$ cat src/rtl/apb_i2c_pkg.sv
// Shared definitions for the APB host: FSM state encoding and the I2C controller register map.
package apb_i2c_pkg;

  localparam logic [1:0] ST_IDLE   = 2'd0;
  localparam logic [1:0] ST_SETUP  = 2'd1;
  localparam logic [1:0] ST_ACCESS = 2'd2;
  localparam logic [1:0] ST_RDLAT  = 2'd3;

  typedef enum logic [1:0] {
    IDLE   = ST_IDLE,
    SETUP  = ST_SETUP,
    ACCESS = ST_ACCESS,
    RDLAT  = ST_RDLAT
  } apb_state_t;

  // The slave decodes only addr[7:5]; these are the register base addresses.
  localparam logic [7:0] PRESCALE_ADDR = 8'h20;
  localparam logic [7:0] SLV_ADDR_ADDR = 8'h40;
  localparam logic [7:0] STATUS_ADDR   = 8'h60;
  localparam logic [7:0] TX_ADDR       = 8'h80;
  localparam logic [7:0] RX_ADDR       = 8'hA0;
  localparam logic [7:0] CMD_ADDR      = 8'hC0;

  function automatic logic [2:0] reg_index(input logic [7:0] addr);
    return addr[7:5];
  endfunction

endpackage

$ cat src/rtl/apb_i2c_host_master.sv
// APB initiator turning single valid/ready requests into SETUP/ACCESS transfers with a response pulse.
// Optional ACCESS-phase abort is compiled in with `define APB_HOST_TIMEOUT_EN.
module apb_i2c_host_master
  import apb_i2c_pkg::*;
#(
  parameter int TIMEOUT_CYCLES = 16,
  parameter bit LATE_RDATA     = 1'b1
) (
  input  logic       PCLK,
  input  logic       PRESETn,
  input  logic       req_valid,
  output logic       req_ready,
  input  logic       req_write,
  input  logic [7:0] req_addr,
  input  logic [7:0] req_wdata,
  output logic       rsp_valid,
  output logic [7:0] rsp_rdata,
  output logic       rsp_err,
  output logic       PSELx,
  output logic       PENABLE,
  output logic       PWRITE,
  output logic [7:0] PADDR,
  output logic [7:0] PWDATA,
  input  logic       PREADY,
  input  logic [7:0] PRDATA
);

  if ((TIMEOUT_CYCLES < 1) || (TIMEOUT_CYCLES > 31)) begin : g_bad_timeout_cfg
    $error("TIMEOUT_CYCLES must fit the 5-bit wait counter (1..31)");
  end

  apb_state_t state, state_nxt;
  logic       psel_nxt, penable_nxt, pwrite_nxt;
  logic [7:0] paddr_nxt, pwdata_nxt, rdata_nxt;
  logic       rsp_valid_nxt, rsp_err_nxt;
  logic       timeout_hit;

`ifdef APB_HOST_TIMEOUT_EN
  logic [4:0] wait_cnt;

  always_ff @(posedge PCLK or negedge PRESETn) begin
    if (!PRESETn) begin
      wait_cnt <= 5'd0;
    end else if (state == IDLE && req_valid) begin
      wait_cnt <= 5'd0;
    end else if (state == ACCESS && !PREADY) begin
      wait_cnt <= wait_cnt + 5'd1;
    end
  end

  // Fires on the wait cycle that brings the count up to TIMEOUT_CYCLES.
  assign timeout_hit = (state == ACCESS) && !PREADY &&
                       ((wait_cnt + 5'd1) == 5'(TIMEOUT_CYCLES));
`else
  assign timeout_hit = 1'b0;
`endif

  assign req_ready = (state == IDLE);

  always_ff @(posedge PCLK or negedge PRESETn) begin
    if (!PRESETn) begin
      state     <= IDLE;
      PSELx     <= 1'b0;
      PENABLE   <= 1'b0;
      PWRITE    <= 1'b0;
      PADDR     <= 8'h00;
      PWDATA    <= 8'h00;
      rsp_valid <= 1'b0;
      rsp_rdata <= 8'h00;
      rsp_err   <= 1'b0;
    end else begin
      state     <= state_nxt;
      PSELx     <= psel_nxt;
      PENABLE   <= penable_nxt;
      PWRITE    <= pwrite_nxt;
      PADDR     <= paddr_nxt;
      PWDATA    <= pwdata_nxt;
      rsp_valid <= rsp_valid_nxt;
      rsp_rdata <= rdata_nxt;
      rsp_err   <= rsp_err_nxt;
    end
  end

  always_comb begin
    state_nxt     = state;
    psel_nxt      = PSELx;
    penable_nxt   = PENABLE;
    pwrite_nxt    = PWRITE;
    paddr_nxt     = PADDR;
    pwdata_nxt    = PWDATA;
    rsp_valid_nxt = 1'b0;
    rdata_nxt     = rsp_rdata;
    rsp_err_nxt   = rsp_err;
    case (state)
      IDLE: begin
        if (req_valid) begin
          state_nxt   = SETUP;
          psel_nxt    = 1'b1;
          penable_nxt = 1'b0;
          paddr_nxt   = req_addr;
          pwrite_nxt  = req_write;
          if (req_write) pwdata_nxt = req_wdata;
        end
      end
      SETUP: begin
        penable_nxt = 1'b1;
        state_nxt   = ACCESS;
      end
      ACCESS: begin
        if (timeout_hit) begin
          psel_nxt      = 1'b0;
          penable_nxt   = 1'b0;
          rsp_valid_nxt = 1'b1;
          rsp_err_nxt   = 1'b1;
          rdata_nxt     = 8'h00;
          state_nxt     = IDLE;
        end else if (PREADY) begin
          // Dropping PSELx here guarantees an idle bus cycle before the next SETUP.
          psel_nxt    = 1'b0;
          penable_nxt = 1'b0;
          if (PWRITE) begin
            rsp_valid_nxt = 1'b1;
            rsp_err_nxt   = 1'b0;
            rdata_nxt     = 8'h00;
            state_nxt     = IDLE;
          end else if (!LATE_RDATA) begin
            rsp_valid_nxt = 1'b1;
            rsp_err_nxt   = 1'b0;
            rdata_nxt     = PRDATA;
            state_nxt     = IDLE;
          end else begin
            state_nxt = RDLAT;
          end
        end
      end
      RDLAT: begin
        rsp_valid_nxt = 1'b1;
        rsp_err_nxt   = 1'b0;
        rdata_nxt     = PRDATA;
        state_nxt     = IDLE;
      end
      default: state_nxt = IDLE;
    endcase
  end

endmodule

$ cat config.mk
export PLATFORM = sky130hd
export DESIGN_NAME = apb_i2c_host_master
export DESIGN_NICKNAME = d
export VERILOG_FILES = /design/src/rtl/apb_i2c_pkg.sv /design/src/rtl/apb_i2c_host_master.sv
export SDC_FILE = /design/constraint.sdc
export NUM_CORES = 1
export LEC_CHECK = 0
export ABC_AREA = 1
export BUFFER_PORTS_ARGS = -buffer_cell sky130_fd_sc_hd__buf_2
export CELL_PAD_IN_SITES_DETAIL_PLACEMENT = 1
export CELL_PAD_IN_SITES_GLOBAL_PLACEMENT = 1
export CORE_UTILIZATION = 32
export DETAILED_ROUTE_END_ITERATION = 16
export HOLD_SLACK_MARGIN = 0.1
export PLACE_DENSITY = 0.77
export SETUP_SLACK_MARGIN = 0.4
export SLEW_MARGIN = 40
export SYNTH_ARGS = -nofsm -noshare
export SYNTH_HDL_FRONTEND = slang
export SYNTH_SLANG_ARGS = --single-unit
$ cat constraint.sdc
create_clock -name PCLK -period 1.4 [get_ports PCLK]
set_input_delay 0.14 -clock PCLK [delete_from_list [all_inputs] [get_ports PCLK]]
set_output_delay 0.14 -clock PCLK [all_outputs]
set_load 0.05 [all_outputs]
# Word level (Yosys, flattened, before mapping)
# Cells that the tools add are included.
[word_totals] input_bits=29 out_inout_bits=30 regBits=31 word_cells=43
[classes] muxes=18 n_reduce_logical=10 eq_ne=6
[op_table] operator="$mux 8" n=2
[op_table] operator="$pmux 8 s2" n=1
[op_table] operator="$reduce_and 3->1" n=4
[op_table] operator="$pmux 2 s4" n=1
[op_table] operator="$mux 1" n=7
[op_table] operator="$mux 2" n=3
[op_table] operator="$ne 2x2->1 const B" n=3
[op_table] operator="$pmux 1 s2" n=3
[op_table] operator="$eq 2x2->1 const B" n=2
[op_table] operator="$reduce_and 2->1" n=2
[op_table] operator="$reduce_bool 2->1" n=2
[op_table] operator="$pmux 1 s3" n=1
[op_table] operator="$reduce_bool 3->1" n=1
[op_table] operator="$eq 2x1->1 const B" n=1
[op_table] operator="$logic_not 2->1" n=1

# Logic depth before layout (Yosys ltp)
# Gate-level depths: netlist of the first run.
[depth] depth_word=3 ltp_mapped=6 depth_no_buf=6

# Worst setup path after synthesis of the first run
# No wires, ideal clock.
[synth_timing] path_type="register to register" startpoint="register state[0]" endpoint="register PWDATA[0]" setup_time_ns=0.119 path_slack_ns=-0.085 arrival_ns=1.366 synth_period_minus_slack_ns=1.485 path_buffers=0 required_ns=1.281 stages_incl_launch_ff=7 path_cell_list="dfrtp_1 > nor2_2 > nand2_2 > inv_2 > nand2_2 > nand2_1 > nand2_1"
[synth_between] elab_chain_cells=2
[synth_rtl] element="from (decl)" line_no="apb_i2c_host_master.sv:32" text="apb_state_t state, state_nxt;"
[synth_rtl] element="from (signal assigned)" line_no="apb_i2c_host_master.sv:72" text="state <= state_nxt;"
[synth_rtl] element="$logic_not 2->1"
[synth_rtl] element="named net req_ready" line_no="apb_i2c_host_master.sv:12" text="output logic req_ready,"
[synth_rtl] element="$reduce_and 3->1 (no line)"
[synth_rtl] element="to (signal assigned)" line_no="apb_i2c_host_master.sv:77" text="PWDATA <= pwdata_nxt;"
[synth_rtl] element="to (decl)" line_no="apb_i2c_host_master.sv:23" text="output logic [7:0] PWDATA,"
# The timed path passes the listed nets, and every way through them passes these cells.
# A chain may end at the register's enable or synchronous reset.

# Final worst setup path of the first run
[layout_timing] startpoint="register state[1]" endpoint="register PSELx"
[layout_between] elab_chain_cells=3 elab_cells_between_ends=7 classes_between="3 x eq/ne; 1 x mux; 3 x reduce/logical"
[layout_rtl] element="$eq 2x2->1 / $logic_not 2->1 (equally long branches)" line_no="apb_i2c_host_master.sv:94" text="case (state)"
[layout_rtl] element="$ne 2x2->1 (no line) / $reduce_bool 2->1 (equally long branches)"
[layout_rtl] element="$reduce_and 3->1 (no line)"
[layout_rtl] element="to (signal assigned)" line_no="apb_i2c_host_master.sv:73" text="PSELx <= psel_nxt;"
[layout_rtl] element="to (decl)" line_no="apb_i2c_host_master.sv:19" text="output logic PSELx,"
# Parallel ways exist; a longest one is shown, timed or not.

==> impl_metrics.json, run 1 <==
{
  "outcome": "complete, no violations",
  "netlist.area_leader.share_pct": 62.0,
  "regArea_sq_um": 752,
  "stdcell_count": 299,
  "multiInputGateArea_sq_um": 596,
  "ys_ff_latch": 30,
  "initial_core_util_pct": 34.9,
  "synth-warning-count": 0,
  "synth_top_area_cell": "dfrtp_1",
  "place_inst": 236,
  "critical_path.max_fanout": 6,
  "chipWidth_um": 63.5,
  "syn_inst": 135,
  "fin_nets": 281,
  "avgSynthCellArea_sq_um": 8.97,
  "dr.first_iter.drc_count": 80,
  "r2r_slack_ps": 30,
  "drive_above_1_share_pct": 55.3,
  "yosysSeqAreaShare_pct": 62.0,
  "die_h_um": 63.5,
  "cts_root_buffer": "clkbuf_8",
  "rows": 21,
  "rsz0062_at_grt": "yes",
  "worstSkewPairLatency_ps": 290,
  "synth_cell_type_count": 15,
  "min_period_ps": 1370,
  "drt-total-wl_um": 7000,
  "syn_nets": 164,
  "cp-start-kind": "flop",
  "ant_nets": 0,
  "drtPass1Iterations": 5,
  "nFillCells": 360,
  "pre_cts_slack_ps": 119,
  "max_freq_ghz": 0.732,
  "port_buffers": 57,
  "final-max-slew-violation-count": 0,
  "routabilityCongestion": 0.681,
  "track_usage_pct": 26.2,
  "avgRoutedWirePerCell_um": 23.4,
  "grt_pass1_vias": 1562,
  "fin_tns_setup_ps": 0,
  "core_area_sq_mm": 0.00347,
  "antenna_found_initial": 0,
  "r2r-start": "state[1]",
  "h-tree-depth": 2,
  "cts_made_buffers": 5,
  "layout_setup_ws_ps": 34.2,
  "reg2reg_depth": 7,
  "endpoint_kind": "flop",
  "hp-start": "PRDATA[3]",
  "cts_max_path_buffers": 2,
  "leakage_uw": 0.00137,
  "vias": 1561,
  "grt_max_degree": 31,
  "whs_path_depth": 3,
  "area_growth_pct": 110,
  "grt_pass1_wl_um": 7710,
  "power_density_mw_per_mm2": 2780,
  "maxCapViolCount": 0,
  "syn_area_sq_mm": 0.00121,
  "die-area_sq_mm": 0.00403,
  "vias_per_cell": 5.22,
  "synth.area.top_cells": "dfrtp_1 62%, nand2_1 21%, nand3_1 6.6%",
  "min_path_type": "input port to flop",
  "setup_viol": 0,
  "hold_viol": 0,
  "ir_worst_vdd_v": 0.00135,
  "hpwl_um": 2360,
  "diodes": 0,
  "path_clk_slew_ps": 70,
  "finalCritPeriodShare_pct": 97.6,
  "drc": 0,
  "cts_sinks": 30,
  "clock_skew_ps": 12.3,
  "critPathRequiredTime_ps": 1620,
  "grt-ovfl-total": 0,
  "holdPathEnd": "rsp_rdata[3]",
  "ios": 59,
  "cts_tree": "done",
  "r2r-end": "PSELx",
  "worstPathArrival_ps": 1590,
  "worstSetupPathType": "flop to flop"
}
worst max path at each step:
stage / from / endpoint / slack (ps)
6_report: state[1] / PSELx / 30
5_1_grt: state[1] / PSELx / 30
4_1_cts: state[1] / req_ready / 230
3_5_place_dp: state[1] / PWDATA[0] / 120
3_3_place_gp: state[1] / PWDATA[4] / 210
2_1_floorplan: state[1] / PWDATA[0] / 110
worst max-delay path, stage by stage, from the launching register on:
cell     delay (ps)
dfrtp_1         450
buf_6           170
inv_1            90
nor2_2          130
nand2_1         130
nand2_2         140
nand2_1         100
nand2_1          90
cell type report:
cell class / instances / share of cell area (%)
timing repair buffer: 112 / 38.8
tap: 46 / 2.27
multi-input combinational: 96 / 23.4
clock buffer: 8 / 4.33
sequential: 30 / 29.6
inverter: 7 / 1.53
cells by family (layout without fill, tap and decap cells):
family          Yosys count  count (layout)  share of synthesized area (%)
other cells               1               1                          0.310
compound gates            3               3                           1.45
flops                    30              30                           62.0
simple gates             90              92                           31.7
buf+inv                  11             127                           4.55
cell usage in the layout (no fill, tap or decap), types with 2 or more instances in the layout:
cell	count
nor2_2	2
nand2_4	7
nand2_8	3
clkbuf_8	8
nand3_1	12
buf_12	2
nand2_2	22
dlygate4sd3_1	24
buf_6	34
nand3_2	4
dfrtp_1	29
inv_1	5
nand2_1	40
buf_4	24
buf_2	27
synth_stat cells, drive strengths merged:
cell,count
nand2,70
o21a,1
inv,7
buf,4
nand3,16
dfrtp,30
conb,1
nor2,4
o21ai,2
state kept, by name, summed over array words and instances, names as in the netlist:
| register | cells |
|---|---|
| PADDR | 8 |
| rsp_rdata | 8 |
| rsp_valid | 1 |
| PWRITE | 1 |
| PSELx | 1 |
| PWDATA | 8 |
| PENABLE | 1 |
| state | 2 |
power by group:
part           leakage [uW]  total (uW)  internal [uW]  switching, uW
clock             0.0000575         878            497            381
combinational      0.000939        4520           1730           2790
sequential         0.000375        1660           1270            389
total               0.00137        7050           3490           3560
timing repair:
item | CTS | global route
cloned | 1 | 1
buffers inserted | 12 | 17
resized for setup | 81 | 26
endpoints found under the setup margin | 58 | 58
pin swaps | 10 | 5
endpoints found under the hold margin | 53 | 0
hold buffers | 24 | 0
stage by stage:
stage          hold WS, ps  area (sq um)  power (uW)  util (%)
2_1_floorplan         -156          1250        3550         -
3_3_place_gp           199          1580        4140      45.5
3_5_place_dp           213          1580        4240      45.5
4_1_cts                108          2310        6120      66.7
5_1_grt                132          2540        7240      73.2
6_report               123          2540        7050      73.2
per-layer routing:
layer	track usage, %	share of wire (%)	up-vias
met5	0	0	-
met4	10.2	5.0	0
met3	6.16	4.7	34
met2	51.2	56	93
met1	26.1	34	784
li1	-	-	650
(Power assumes the default switching activity.)
==> run 2, diff against run 1 <==
- CTS_CLUSTER_SIZE: unset -> 30
- PLACE_DENSITY: 0.77 -> 0.87
==> run 2 against run 1 <==
Against the previous run: flip-flop and latch count unchanged; combinational power is 3% lower; total power down 1.8%; hold slack lost 20 ps; largest cell class unchanged.
==> impl_metrics.json, run 2 (synthesis results as in run 1) <==
{
  "outcome": "complete, no violations",
  "rsz0062_at_grt": "yes",
  "die_h_um": 63.5,
  "maxCapViolCount": 0,
  "pwr-share-clk_pct": 12.9,
  "cts_max_path_buffers": 2,
  "area_growth_pct": 107,
  "antenna_found_initial": 0,
  "multiInputGateArea_sq_um": 594,
  "hold_ws_ps": 103,
  "use_met3_pct": 7.25,
  "cp-start-kind": "flop",
  "cts_root_buffer": "clkbuf_8",
  "grt-ovfl-total": 0,
  "top_regs": "PADDR (8), PWDATA (8), rsp_rdata (8)",
  "finalCritPeriodShare_pct": 93.8,
  "ir_worst_vdd_v": 0.00136,
  "rows": 21,
  "grtUsageMet1_pct": 22.6,
  "drtPass1Iterations": 4,
  "max_freq_ghz": 0.761,
  "worstSkewPairLatency_ps": 290,
  "setup_viol": 0,
  "path_clk_slew_ps": 60,
  "clock_skew_ps": 4.28,
  "grt_pass1_vias": 1469,
  "cts_made_buffers": 5,
  "grt_pass1_wl_um": 6730,
  "hold_viol": 0,
  "leakage_uw": 0.00135,
  "drive_above_1_share_pct": 56.6,
  "critical_path.max_fanout": 6,
  "globalRouteMet2Util_pct": 42.2,
  "pwr-share-seq_pct": 23.6,
  "track_usage_pct": 22.5,
  "nFillCells": 351,
  "drc": 0,
  "worstSetupPathType": "flop to flop",
  "core_area_sq_mm": 0.00347,
  "p_sw_uw": 3400,
  "initial_core_util_pct": 34.9,
  "internal_power_uw": 3530,
  "busiest_layer": "met2",
  "die-area_sq_mm": 0.00403,
  "dr.first_iter.drc_count": 39,
  "power_switching_share_pct": 49.0,
  "regArea_sq_um": 753,
  "final_cell_mix": "38 x nand2_1, 33 x buf_6, 28 x dfrtp_1, 28 x buf_2, 24 x buf_4",
  "cts_tree": "done",
  "worstPathArrival_ps": 1540,
  "min_path_type": "input port to flop",
  "min_period_ps": 1310,
  "routabilityCongestion": 0.773,
  "avgRoutedWirePerCell_um": 20.9,
  "power_density_mw_per_mm2": 2770,
  "vias_per_cell": 4.83,
  "final-max-slew-violation-count": 0,
  "ios": 59,
  "fin_nets": 278,
  "diodes": 0,
  "cts_sinks": 30,
  "endpoint_kind": "flop",
  "combPwrFrac_pct": 63.5,
  "final_common_cell": "nand2_1",
  "drt-total-wl_um": 6170,
  "ant_nets": 0,
  "port_buffers": 57,
  "fin_tns_setup_ps": 0,
  "grt_max_degree": 17,
  "h-tree-depth": 2,
  "chipWidth_um": 63.5,
  "hpwl_um": 2460,
  "vias": 1426,
  "critPathRequiredTime_ps": 1620
}
## run 2: power groups by stage
stage               clock (uW)  combinational, uW  sequential [uW]
floorplan                    0                764             2780
global placement             0               2680             1490
detailed placement           0               2740             1500
CTS                        895               3400             1570
global route               943               4580             1660
finish                     894               4400             1640
## run 2: stage by stage
| stage | std cells | total power, uW | instance area (sq um) | worst slack (ps) | utilization [%] |
|---|---|---|---|---|---|
| after floorplan | 135 | 3550 | 1250 | 106 | - |
| after global placement | 238 | 4170 | 1600 | 293 | 46.2 |
| after detailed placement | 238 | 4240 | 1600 | 232 | 46.2 |
| after CTS | 275 | 5860 | 2170 | 250 | 62.6 |
| after global routing | 295 | 7180 | 2510 | 45.2 | 72.3 |
| final | 295 | 6930 | 2510 | 86.5 | 72.3 |
## run 2: critical path, stage by stage, from the launching register on
cell	delay [ps]
dfrtp_1	430
buf_4	150
buf_8	120
inv_2	60
nor2_2	130
nand2_1	100
nand2_2	100
nand2_1	80
nand2_1	90
## run 2: layout make-up
class	instances	share of cell area [%]
clock buffer	6	3.30
multi-input combinational	96	23.7
inverter	7	1.45
tap	46	2.30
timing repair buffer	109	38.0
clock inverter	1	1.20
sequential	30	30.1
## run 2: what timing repair did
action / in CTS / in global routing
cloned: 1 / 1
endpoints found under the setup margin: 58 / 59
resized for setup: 59 / 55
setup buffers: 8 / 19
pin swaps: 4 / 9
hold buffers: 21 / 0
endpoints found under the hold margin: 50 / 0
## run 2: worst paths after layout
check	end	start	slack, ps	depth (start not counted)
setup / recovery	PSELx	state[1]	90	8
max in group asynchronous	PWRITE	PRESETn	640	3
hold reg to reg	PADDR[5]	PADDR[5]	550	2
hold / removal	rsp_rdata[4]	PRDATA[4]	100	3
min in group asynchronous	PADDR[1]	PRESETn	320	2
setup reg to reg	PSELx	state[1]	90	8
## run 2: metal layers
layer  wire length, um  share of wire, %
met5                 0                 0
met1              2170                35
met2              3480                56
met4               197               3.2
met3               323               5.2
